--- src/rtl/inst_fetch_queue.sv ---
// Fetch front end: PC register, credit-limited imem requests, in-flight PC tags and a {pc, inst} queue.
// Optional IFQ_BYPASS_EN forwards a response to decode in the same cycle when the queue is empty.
module inst_fetch_queue #(
    parameter int              XLEN     = 64,
    parameter int              DEPTH    = 4,
    parameter logic [XLEN-1:0] RESET_PC = '0
) (
    input  logic            Clk,
    input  logic            Rst_N,
    input  logic            in_redirect_valid,
    input  logic [XLEN-1:0] in_redirect_pc,
    output logic            out_imem_req_valid,
    input  logic            in_imem_req_ready,
    output logic [XLEN-1:0] out_imem_addr,
    input  logic            in_imem_rsp_valid,
    input  logic [31:0]     in_imem_rsp_data,
    output logic            out_inst_valid,
    input  logic            in_inst_ready,
    output logic [31:0]     out_inst,
    output logic [XLEN-1:0] out_inst_pc
);

    localparam int                PTR_W      = $clog2(DEPTH);
    localparam int                CNT_W      = PTR_W + 1;
    localparam logic [CNT_W-1:0]  DEPTH_C    = CNT_W'(DEPTH);
    localparam logic [XLEN-1:0]   ALIGN_MASK = {{(XLEN-2){1'b1}}, 2'b00};
    localparam logic [XLEN-1:0]   PC_STEP    = XLEN'(4);

    localparam logic [0:0] ST_RUN   = 1'b0;
    localparam logic [0:0] ST_FLUSH = 1'b1;

    logic [0:0]       state_q, state_d;
    logic [XLEN-1:0]  pc_q, pc_d;
    logic [CNT_W-1:0] outstanding_q, outstanding_d;
    logic [CNT_W-1:0] drop_cnt_q, drop_cnt_d;
    logic [CNT_W-1:0] count_q, count_d;
    logic [PTR_W-1:0] q_wr_ptr_q, q_wr_ptr_d, q_rd_ptr_q, q_rd_ptr_d;
    logic [PTR_W-1:0] tag_wr_ptr_q, tag_wr_ptr_d, tag_rd_ptr_q, tag_rd_ptr_d;

    logic [31:0]      q_inst_mem [DEPTH];
    logic [XLEN-1:0]  q_pc_mem   [DEPTH];
    logic [XLEN-1:0]  tag_mem    [DEPTH];

    logic [CNT_W-1:0] in_flight;
    logic [CNT_W-1:0] used_slots;
    logic             req_valid;
    logic             req_fire;
    logic             rsp_accept;
    logic             rsp_run;
    logic             head_valid;
    logic             push;
    logic             pop;
    logic [XLEN-1:0]  rsp_tag;

    // Only one of outstanding/drop_cnt is ever non-zero, so their sum is the live in-flight count.
    assign in_flight  = outstanding_q + drop_cnt_q;
    assign used_slots = outstanding_q + count_q;
    assign req_valid  = Rst_N && (state_q == ST_RUN) && (used_slots < DEPTH_C);
    assign req_fire   = req_valid && in_imem_req_ready;
    assign rsp_accept = in_imem_rsp_valid && (in_flight != '0);
    assign rsp_run    = rsp_accept && (state_q == ST_RUN);
    assign rsp_tag    = tag_mem[tag_rd_ptr_q];
    assign head_valid = (count_q != '0);
    assign pop        = head_valid && in_inst_ready;

    assign out_imem_req_valid = req_valid;
    assign out_imem_addr      = pc_q;

`ifdef IFQ_BYPASS_EN
    logic bypass;

    assign bypass         = !head_valid && rsp_run && !in_redirect_valid;
    assign push           = rsp_run && !in_redirect_valid && !(bypass && in_inst_ready);
    assign out_inst_valid = head_valid || bypass;
    assign out_inst       = head_valid ? q_inst_mem[q_rd_ptr_q] :
                            bypass     ? in_imem_rsp_data       : '0;
    assign out_inst_pc    = head_valid ? q_pc_mem[q_rd_ptr_q]   :
                            bypass     ? rsp_tag                : '0;
`else
    assign push           = rsp_run && !in_redirect_valid;
    assign out_inst_valid = head_valid;
    assign out_inst       = head_valid ? q_inst_mem[q_rd_ptr_q] : '0;
    assign out_inst_pc    = head_valid ? q_pc_mem[q_rd_ptr_q]   : '0;
`endif

    always_comb begin
        // NOTE: every output of this block gets a default first, so no path can infer a latch.
        state_d       = state_q;
        pc_d          = pc_q;
        outstanding_d = outstanding_q;
        drop_cnt_d    = drop_cnt_q;
        count_d       = count_q;
        q_wr_ptr_d    = q_wr_ptr_q;
        q_rd_ptr_d    = q_rd_ptr_q;
        tag_wr_ptr_d  = tag_wr_ptr_q;
        tag_rd_ptr_d  = tag_rd_ptr_q;

        if (in_redirect_valid) begin
            // A request accepted now is already stale; a response arriving now is dropped here.
            pc_d          = in_redirect_pc & ALIGN_MASK;
            drop_cnt_d    = in_flight + CNT_W'(req_fire) - CNT_W'(rsp_accept);
            outstanding_d = '0;
            count_d       = '0;
            q_wr_ptr_d    = '0;
            q_rd_ptr_d    = '0;
            tag_wr_ptr_d  = '0;
            tag_rd_ptr_d  = '0;
            state_d       = (drop_cnt_d != '0) ? ST_FLUSH : ST_RUN;
        end else begin
            if (req_fire) begin
                pc_d         = pc_q + PC_STEP;
                tag_wr_ptr_d = tag_wr_ptr_q + PTR_W'(1);
            end
            if (rsp_run) begin
                tag_rd_ptr_d = tag_rd_ptr_q + PTR_W'(1);
            end
            if (push) begin
                q_wr_ptr_d = q_wr_ptr_q + PTR_W'(1);
            end
            if (pop) begin
                q_rd_ptr_d = q_rd_ptr_q + PTR_W'(1);
            end
            outstanding_d = outstanding_q + CNT_W'(req_fire) - CNT_W'(rsp_run);
            count_d       = count_q + CNT_W'(push) - CNT_W'(pop);
            if ((state_q == ST_FLUSH) && rsp_accept) begin
                drop_cnt_d = drop_cnt_q - CNT_W'(1);
                if (drop_cnt_q == CNT_W'(1)) begin
                    state_d = ST_RUN;
                end
            end
        end
    end

    // NOTE: state flops use non-blocking assignments so every register samples pre-edge values.
    always_ff @(posedge Clk or negedge Rst_N) begin
        if (!Rst_N) begin
            state_q       <= ST_RUN;
            pc_q          <= RESET_PC;
            outstanding_q <= '0;
            drop_cnt_q    <= '0;
            count_q       <= '0;
            q_wr_ptr_q    <= '0;
            q_rd_ptr_q    <= '0;
            tag_wr_ptr_q  <= '0;
            tag_rd_ptr_q  <= '0;
        end else begin
            state_q       <= state_d;
            pc_q          <= pc_d;
            outstanding_q <= outstanding_d;
            drop_cnt_q    <= drop_cnt_d;
            count_q       <= count_d;
            q_wr_ptr_q    <= q_wr_ptr_d;
            q_rd_ptr_q    <= q_rd_ptr_d;
            tag_wr_ptr_q  <= tag_wr_ptr_d;
            tag_rd_ptr_q  <= tag_rd_ptr_d;
        end
    end

    // NOTE: storage arrays are not reset; occupancy counters alone decide which entries are valid.
    always_ff @(posedge Clk) begin
        if (req_fire && !in_redirect_valid) begin
            tag_mem[tag_wr_ptr_q] <= pc_q;
        end
        if (push) begin
            q_inst_mem[q_wr_ptr_q] <= in_imem_rsp_data;
            q_pc_mem[q_wr_ptr_q]   <= rsp_tag;
        end
    end

endmodule
--- config.mk ---
export PLATFORM = sky130hd
export DESIGN_NAME = inst_fetch_queue
export DESIGN_NICKNAME = d
export VERILOG_FILES = /design/src/rtl/inst_fetch_queue.sv
export SDC_FILE = /design/constraint.sdc
export NUM_CORES = 1
export LEC_CHECK = 0
export ABC_AREA = 1
export CORE_MARGIN = 2
export CORE_UTILIZATION = 40
export CTS_CLUSTER_DIAMETER = 50
export DETAILED_ROUTE_END_ITERATION = 7
export MAX_ROUTING_LAYER = met4
export PLACE_DENSITY_LB_ADDON = 0.1
export SLEW_MARGIN = 20
export SYNTH_ARGS = -nofsm -noshare
export SYNTH_HDL_FRONTEND = slang
export SYNTH_SLANG_ARGS = --single-unit
export TNS_END_PERCENT = 5
--- constraint.sdc ---
create_clock -name Clk -period 9.1 [get_ports Clk]
set_input_delay 0.91 -clock Clk [delete_from_list [all_inputs] [get_ports Clk]]
set_output_delay 0.91 -clock Clk [all_outputs]
set_load 0.05 [all_outputs]
==> summary.txt, run 1 <==
Outcome
  – Status: complete, no violations

Placement
  – Weighted congestion reported at the end of routability-driven placement: 0.9477
  – Count of buffers from port buffering: 257
  – Dpl hpwl: 49940 um

STA
  – Hold Violations, Final: 0
  – Count of endpoints failing setup in the final report: 0
  – Tightest Pin Transition: 1026 ps
  – Unrepaired setup endpoints after global routing: false
  – Slew Limit Headroom: 0.3159
  – Final hold slack: 140.0 ps
  – Final sum of negative setup slack: 0 ps
  – Shortest clock period the worst path allows after layout: 5564 ps
  – Maximum frequency from static timing analysis: 0.1797 GHz
  – Final cycle utilization of the critical path: 0.6114
  – Fin Clk Skew: 25.52 ps
  – Pins Over Slew Limit: 0

Global routing
  – Via count of the first global-routing pass: 20338
  – Wire length of the first global-routing pass: 124800 um
  – Gr usage total: 0.2209
  – Overflow after GRT: 0
  – Pin count of the biggest net entering global routing: 109
  – Number of antenna violations at the first check in global routing: 0

Power
  – Pleak: 12.77 nW
  – Worst ir drop on vdd: 0.1840 mV
  – Power density relative to cell area: 324.3 mW/mm2

Synthesis
  – Synthesis-stage register bit count: 704
  – Syn Std Cell Area: 0.02981 mm2
  – Count leader, synth: nor2_1
  – Most used flip-flop cell after synthesis: edfxtp_1
  – Fraction of registers with async set or reset after synthesis: 0.1136
  – Leading cell types by count after synthesis: nor2_1, edfxtp_1, nand2_1
  – Number of synthesized flops with an enable pin: 624
  – Post-synth cell types: 33
  – Area share of the largest cell type after synthesis: 0.6285
  – Synthesized area per cell: 10.91 um2
  – Number of standard cells after synthesis: 2733
  – Top area cells in the synthesized netlist: edfxtp_1, nor2_1, dfrtp_1
  – Yosys warning count: 0
  – Sequential cell area fraction in the yosys report: 0.6957
  – Post-synthesis cell type with the largest combined area: edfxtp_1

Finish
  – Area Growth Syn to Fin: 21.21%
  – Core Util, Final: 0.4879
  – Multi-input gate area in the final layout: 0.008099 mm2
  – Filler cells: 6655
  – Layout Nets: 3092
  – Layout cells sized above 1: 0.06811
  – Area taken by flip-flops and latches: 0.02075 mm2

Detailed routing
  – WL final: 82470 um
  – Initial detailed-routing violation count: 1268
  – Top layer in use: met4
  – Via count of the routed design: 20658
  – Number of vias per cell: 5.153
  – DRC violations left: 0
  – First-pass DRT Iterations: 7
  – Metal2 WL: 39720 um
  – Count of nets left with antenna violations after detail routing: 0
  – Metal3 WL: 4493 um
  – Length of routed wiring on met1: 36050 um
  – Average wire length per cell after detail routing: 20.57 um

Setup path
  – Number of cells traversed by the worst register-to-register path: 10
  – Endpoint kind of the worst setup timing path: output port
  – CP Data Arrival Time: 4650 ps
  – Highest net fanout along the worst path: 55
  – Category of the most critical setup path: register to output port
  – Critical path data required time: 8190 ps
  – Critical Path Source Type: register

Clock network
  – Quantity of gates resized following cts: 0
  – Clock-pin slew on the worst setup and hold paths: 60 ps
  – Cell at the root of the clock tree: clkbuf_16
  – Setup bufs post-CTS: 0
  – Clock network latency to the later pin of the worst-skew pair: 630 ps
  – H-tree Lvls: 3
  – Maximum clock insertion buffer count: 3
  – Sinks on the clock net: 704
  – Count of hold-fix buffers inserted at cts: 0
  – CTS Buf Count: 86
  – TritonCTS clock tree: done

Floorplan
  – Starting density of the core: 0.4025
  – Floorplan row count: 100
  – Area inside the core boundary: 0.07407 mm2
  – Die area: 0.07673 mm2
  – Height of the die: 277.0 um
  – X dimension of the die: 277.0 um
  – Ports: 264

Flow run
  – Maximum Capacitance Violations: 0

Worst hold path
  – Hold/Removal Path Class: input pin to async pin
[layout by cell type (no fill, tap or decap), drive strengths merged]
cell type	netlist	routed
o21ai	333	333
buf	63	32
inv	110	114
and3	1	1
fa	4	4
clkbuf	81	96
nand2	446	446
diode	0	1
xor2	25	25
clkinvlp	0	5
ha	19	19
bufinv	0	8
clkinv	1	48
or2	1	1
edfxtp	624	624
o22ai	62	62
dfrtp	80	80
nand3b	3	3
nor3	2	2
nor2	652	652
nand3	96	96
clkdlybuf4s50	0	255
xnor2	12	12
a21oi	97	97
nand4	20	20
conb	1	4
[power by group]
group | total, mW | switching, mW | internal [mW]
Combinational | 4.06 | 2.94 | 1.12
Clock | 3.35 | 1.33 | 2.03
Sequential | 4.30 | 0.293 | 4.01
[cell families (layout without fill, tap and decap cells)]
family / count (synthesis) / count (layout) / share of synthesized area
simple gates: 1221 / 1221 / 0.1622
buf+inv: 255 / 558 / 0.03534
compound gates: 492 / 492 / 0.08519
other cells: 1 / 5 / 0.0001258
fa+ha+maj: 23 / 23 / 0.01066
xor+xnor: 37 / 37 / 0.01087
flops: 704 / 704 / 0.6957
[sequential cells by signal, summed over array words and instances, names as in the netlist]
| signal | flops |
|---|---|
| drop_cnt_q | 3 |
| tag_mem | 248 |
| q_pc_mem | 248 |
| q_inst_mem | 128 |
| state_q | 1 |
| q_rd_ptr_q | 2 |
| q_wr_ptr_q | 2 |
| tag_wr_ptr_q | 2 |
| outstanding_q | 3 |
| count_q | 3 |
| out_imem_addr | 62 |
| tag_rd_ptr_q | 2 |
[cell type report]
type / count / area share
multi-input combinational: 1777 / 0.2241
inverter: 111 / 0.01163
timing repair buffer: 287 / 0.07721
clock inverter: 64 / 0.01683
clock buffer: 96 / 0.06236
tap: 969 / 0.03355
antenna: 1 / 0.00006925
sequential: 704 / 0.5742
[final timing paths]
| path | from | to | slack, ps |
|---|---|---|---|
| max | q_rd_ptr_q[1] | out_inst_pc[37] | 3540 |
| min | Rst_N | tag_rd_ptr_q[1] | 140 |
| max reg2reg | drop_cnt_q[0] | q_inst_mem[3][13] | 5000 |
| min reg2reg | drop_cnt_q[1] | drop_cnt_q[1] | 530 |
| max in group asynchronous | Rst_N | out_imem_addr[25] | 7750 |
| min in group Clk | drop_cnt_q[1] | drop_cnt_q[1] | 530 |
[critical path, cell delays in order, from the launching register on]
cell	delay [ps]
dfrtp_4	800
clkinv_2	830
buf_4	660
nor2_1	190
o21ai_0	90
a21oi_1	430
clkdlybuf4s50_1	910
[metrics by stage]
stage | power (mW) | instance area, um2 | cells | setup WS (ps)
6_report | 11.72 | 36140 | 4009 | 3536
5_1_grt | 12.29 | 36130 | 4008 | 3269
4_1_cts | 11.86 | 36130 | 4008 | 3407
3_5_place_dp | 8.478 | 33270 | 3848 | 4118
3_3_place_gp | 8.407 | 33270 | 3848 | 4118
2_1_floorplan | 6.930 | 29820 | 2736 | 2975
[metal layers]
layer  GRT usage  up-vias
li1            -     9909
met1      0.2864    10056
met2      0.3618      557
met3     0.02961      136
met4     0.06996        0
met5           -        -
(Power assumes the default switching activity.)
==> run 2: changes to the inputs <==
- clock period: 9.1 -> 5.4 ns (I/O delays scaled with it)
==> run 2 against run 1 <==
  * Via count is 0.21% higher
  * Final area is 0.27% higher
  * Die area unchanged
  * Largest cell class unchanged
==> summary.txt, run 2 (same netlist as run 1, synthesis figures left out) <==
Global routing
  – Pin count of the biggest net entering global routing: 143 (+31%)
  – Wire length of the first global-routing pass: 122700 um (-1.7%)
  – Via count of the first global-routing pass: 20160 (-0.88%)
  – Overflow after GRT: 0 (unchanged)
  – Gr usage total: 0.2166 (-0.004334)
  – Number of antenna violations at the first check in global routing: 1 (+1)

Finish
  – Layout cells sized above 1: 0.06535 (-0.002761)
  – Largest registers: q_pc_mem (248), tag_mem (248), q_inst_mem (128)
  – Most frequent cells in the layout: nor2_1, edfxtp_1, nand2_1
  – Most common cell after layout, fill and taps aside: nor2_1
  – Area Growth Syn to Fin: 21.53%
  – Post-layout instance count excluding filler cells: 4014 (+0.12%)
  – Ant. Diodes: 0 (-1)
  – Filler cells: 6574 (-1.2%)
  – Layout Nets: 3099 (+0.23%)

Power
  – Clock network power share: 0.275 (-0.011)
  – Switching part of the total power: 0.3909 (+0.001882)
  – Final Total Pwr: 19.55 mW (+67%)
  – Sw power: 7.643 mW (+68%)
  – Int Power: 11.91 mW (+66%)
  – Worst ir drop on vdd: 0.3042 mV (+65%)
  – Power density relative to cell area: 539.7 mW/mm2 (+66%)
  – Combinational share of power: 0.353 (+0.006)
  – Pleak: 12.76 nW (about the same)
  – Sequential Power Share: 0.372 (+0.005)

Detailed routing
  – Number of vias per cell: 5.157 (about the same)
  – Count of nets left with antenna violations after detail routing: 0 (unchanged)
  – DRC violations left: 0 (unchanged)
  – Via count of the routed design: 20701 (+0.21%)
  – First-pass DRT Iterations: 5 (-2)
  – Initial detailed-routing violation count: 1495 (+18%)
  – WL final: 81190 um (-1.6%)
  – Average wire length per cell after detail routing: 20.23 um (-1.7%)

Flow run
  – Maximum Capacitance Violations: 0 (unchanged)

Outcome
  – Status: complete, no violations

Setup path
  – FF-to-FF Start: outstanding_q[0]
  – End point of the critical path: out_inst_pc[25]
  – Number of cells traversed by the worst register-to-register path: 9 (-1)
  – Cell type of the slowest stage on the worst timing path: clkdlybuf4s50_1
  – Critical Path Source Type: register
  – Delay of the slowest critical-path stage: 880 ps (-30 ps)
  – Critical R2R Capture: q_inst_mem[1][28]
  – Critical path data required time: 4860 ps (-3330 ps)
  – Highest net fanout along the worst path: 69 (+25%)
  – Worst-case register-to-register setup slack: 1850 ps (-3150 ps)
  – CP Data Arrival Time: 4070 ps (-580 ps)
  – Category of the most critical setup path: register to output port
  – Critical path, cell by cell: clkinv_2 > buf_12 > nor2_1 > o21ai_0 > a21oi_1 > clkdlybuf4s50_1
  – Endpoint kind of the worst setup timing path: output port
  – Worst setup path startpoint: q_rd_ptr_q[1]

Floorplan
  – Ports: 264 (unchanged)
  – Area inside the core boundary: 0.07407 mm2 (unchanged)
  – X dimension of the die: 277.0 um (unchanged)
  – Height of the die: 277.0 um (unchanged)
  – Starting density of the core: 0.4025 (unchanged)
  – Floorplan row count: 100 (unchanged)
  – Die area: 0.07673 mm2 (unchanged)

STA
  – Hold Violations, Final: 0 (unchanged)
  – Fin Clk Skew: 20.08 ps (-5.446 ps)
  – Slew Limit Headroom: 0.2895 (-0.02639)
  – Shortest clock period the worst path allows after layout: 4607 ps
  – Tightest Pin Transition: 1063 ps (+37.06 ps)
  – Pins Over Slew Limit: 0 (unchanged)
  – Maximum frequency from static timing analysis: 0.2171 GHz
  – Final Worst Setup Slack: 792.8 ps (-2744 ps)
  – Final cycle utilization of the critical path: 0.8532
  – Count of endpoints failing setup in the final report: 0 (unchanged)
  – Unrepaired setup endpoints after global routing: false

Worst hold path
  – Hold/Removal Path Class: input pin to async pin

Clock network
  – Sinks on the clock net: 704 (unchanged)
  – Setup bufs post-CTS: 0 (unchanged)
  – Clock-pin slew on the worst setup and hold paths: 60 ps (about the same)
  – TritonCTS clock tree: done
  – Maximum clock insertion buffer count: 3 (unchanged)
  – H-tree Lvls: 3 (unchanged)
  – CTS Buf Count: 84 (-2.3%)
  – Clock network latency to the later pin of the worst-skew pair: 620 ps (about the same)
  – Cell at the root of the clock tree: clkbuf_16

Placement
  – Count of buffers from port buffering: 257 (unchanged)
  – Placed insts: 3856 (+0.21%)
  – Post-Place Worst Slack: 1353 ps (-2765 ps)
  – Dpl hpwl: 50250 um (+0.62%)
  – Weighted congestion reported at the end of routability-driven placement: 0.9342 (-1.4%)
==> run 2: layer usage <==
metal,up-vias,share of wire,track usage
met4,0,0.030,0.07539
li1,9910,-,-
met3,120,0.049,0.02784
met2,595,0.47,0.3448
met1,10076,0.45,0.2874
met5,-,0,-
==> run 2: area by class of cell <==
cell class                 instances  area [um2]  share of cell area
inverter                         111       420.4             0.01160
sequential                       704       20750              0.5727
clock inverter                    50       429.2             0.01184
tap                              969        1212             0.03346
timing repair buffer             296        3060             0.08446
clock buffer                     107        2261             0.06240
multi-input combinational       1777        8099              0.2235
==> run 2: power groups by stage <==
stage	combinational, mW	clock (mW)	sequential, mW
floorplan	4.30	0	7.38
global placement	6.89	0	7.36
detailed placement	6.96	0	7.38
CTS	6.99	5.51	7.27
global route	7.44	5.73	7.32
finish	6.90	5.39	7.27
==> run 2: timing repair <==
item,4_1_cts,5_1_grt
hold buffers,1,0
gates resized for setup,0,0
hold endpoints to repair,16,0
==> run 2: metrics by stage <==
stage	TNS, ps	hold WS (ps)	area (um2)	util
floorplan	-272580	244.4	29820	-
global placement	0	435.1	33530	0.4527
detailed placement	0	433.3	33530	0.4527
CTS	0	308.2	36230	0.4892
global route	0	349.3	36230	0.4892
finish	0	336.5	36230	0.4892
==> run 2: worst min path at each step <==
stage          startpoint          endpoint  slack [ps]  cells after the start
6_report            Rst_N  outstanding_q[2]         340                      2
5_1_grt             Rst_N  outstanding_q[1]         350                      2
4_1_cts             Rst_N           state_q         310                      2
3_5_place_dp        Rst_N     drop_cnt_q[0]         430                      1
3_3_place_gp        Rst_N     drop_cnt_q[0]         440                      1
2_1_floorplan       Rst_N        count_q[0]         240                      0
==> run 2: critical path: cells and delay by family, from the launching register on <==
kind	cells	cell delay, ps
DFF	1	810
AOI/OAI and AO/OA	2	430
and+or+nand+nor	1	150
buffers and inverters	3	2000
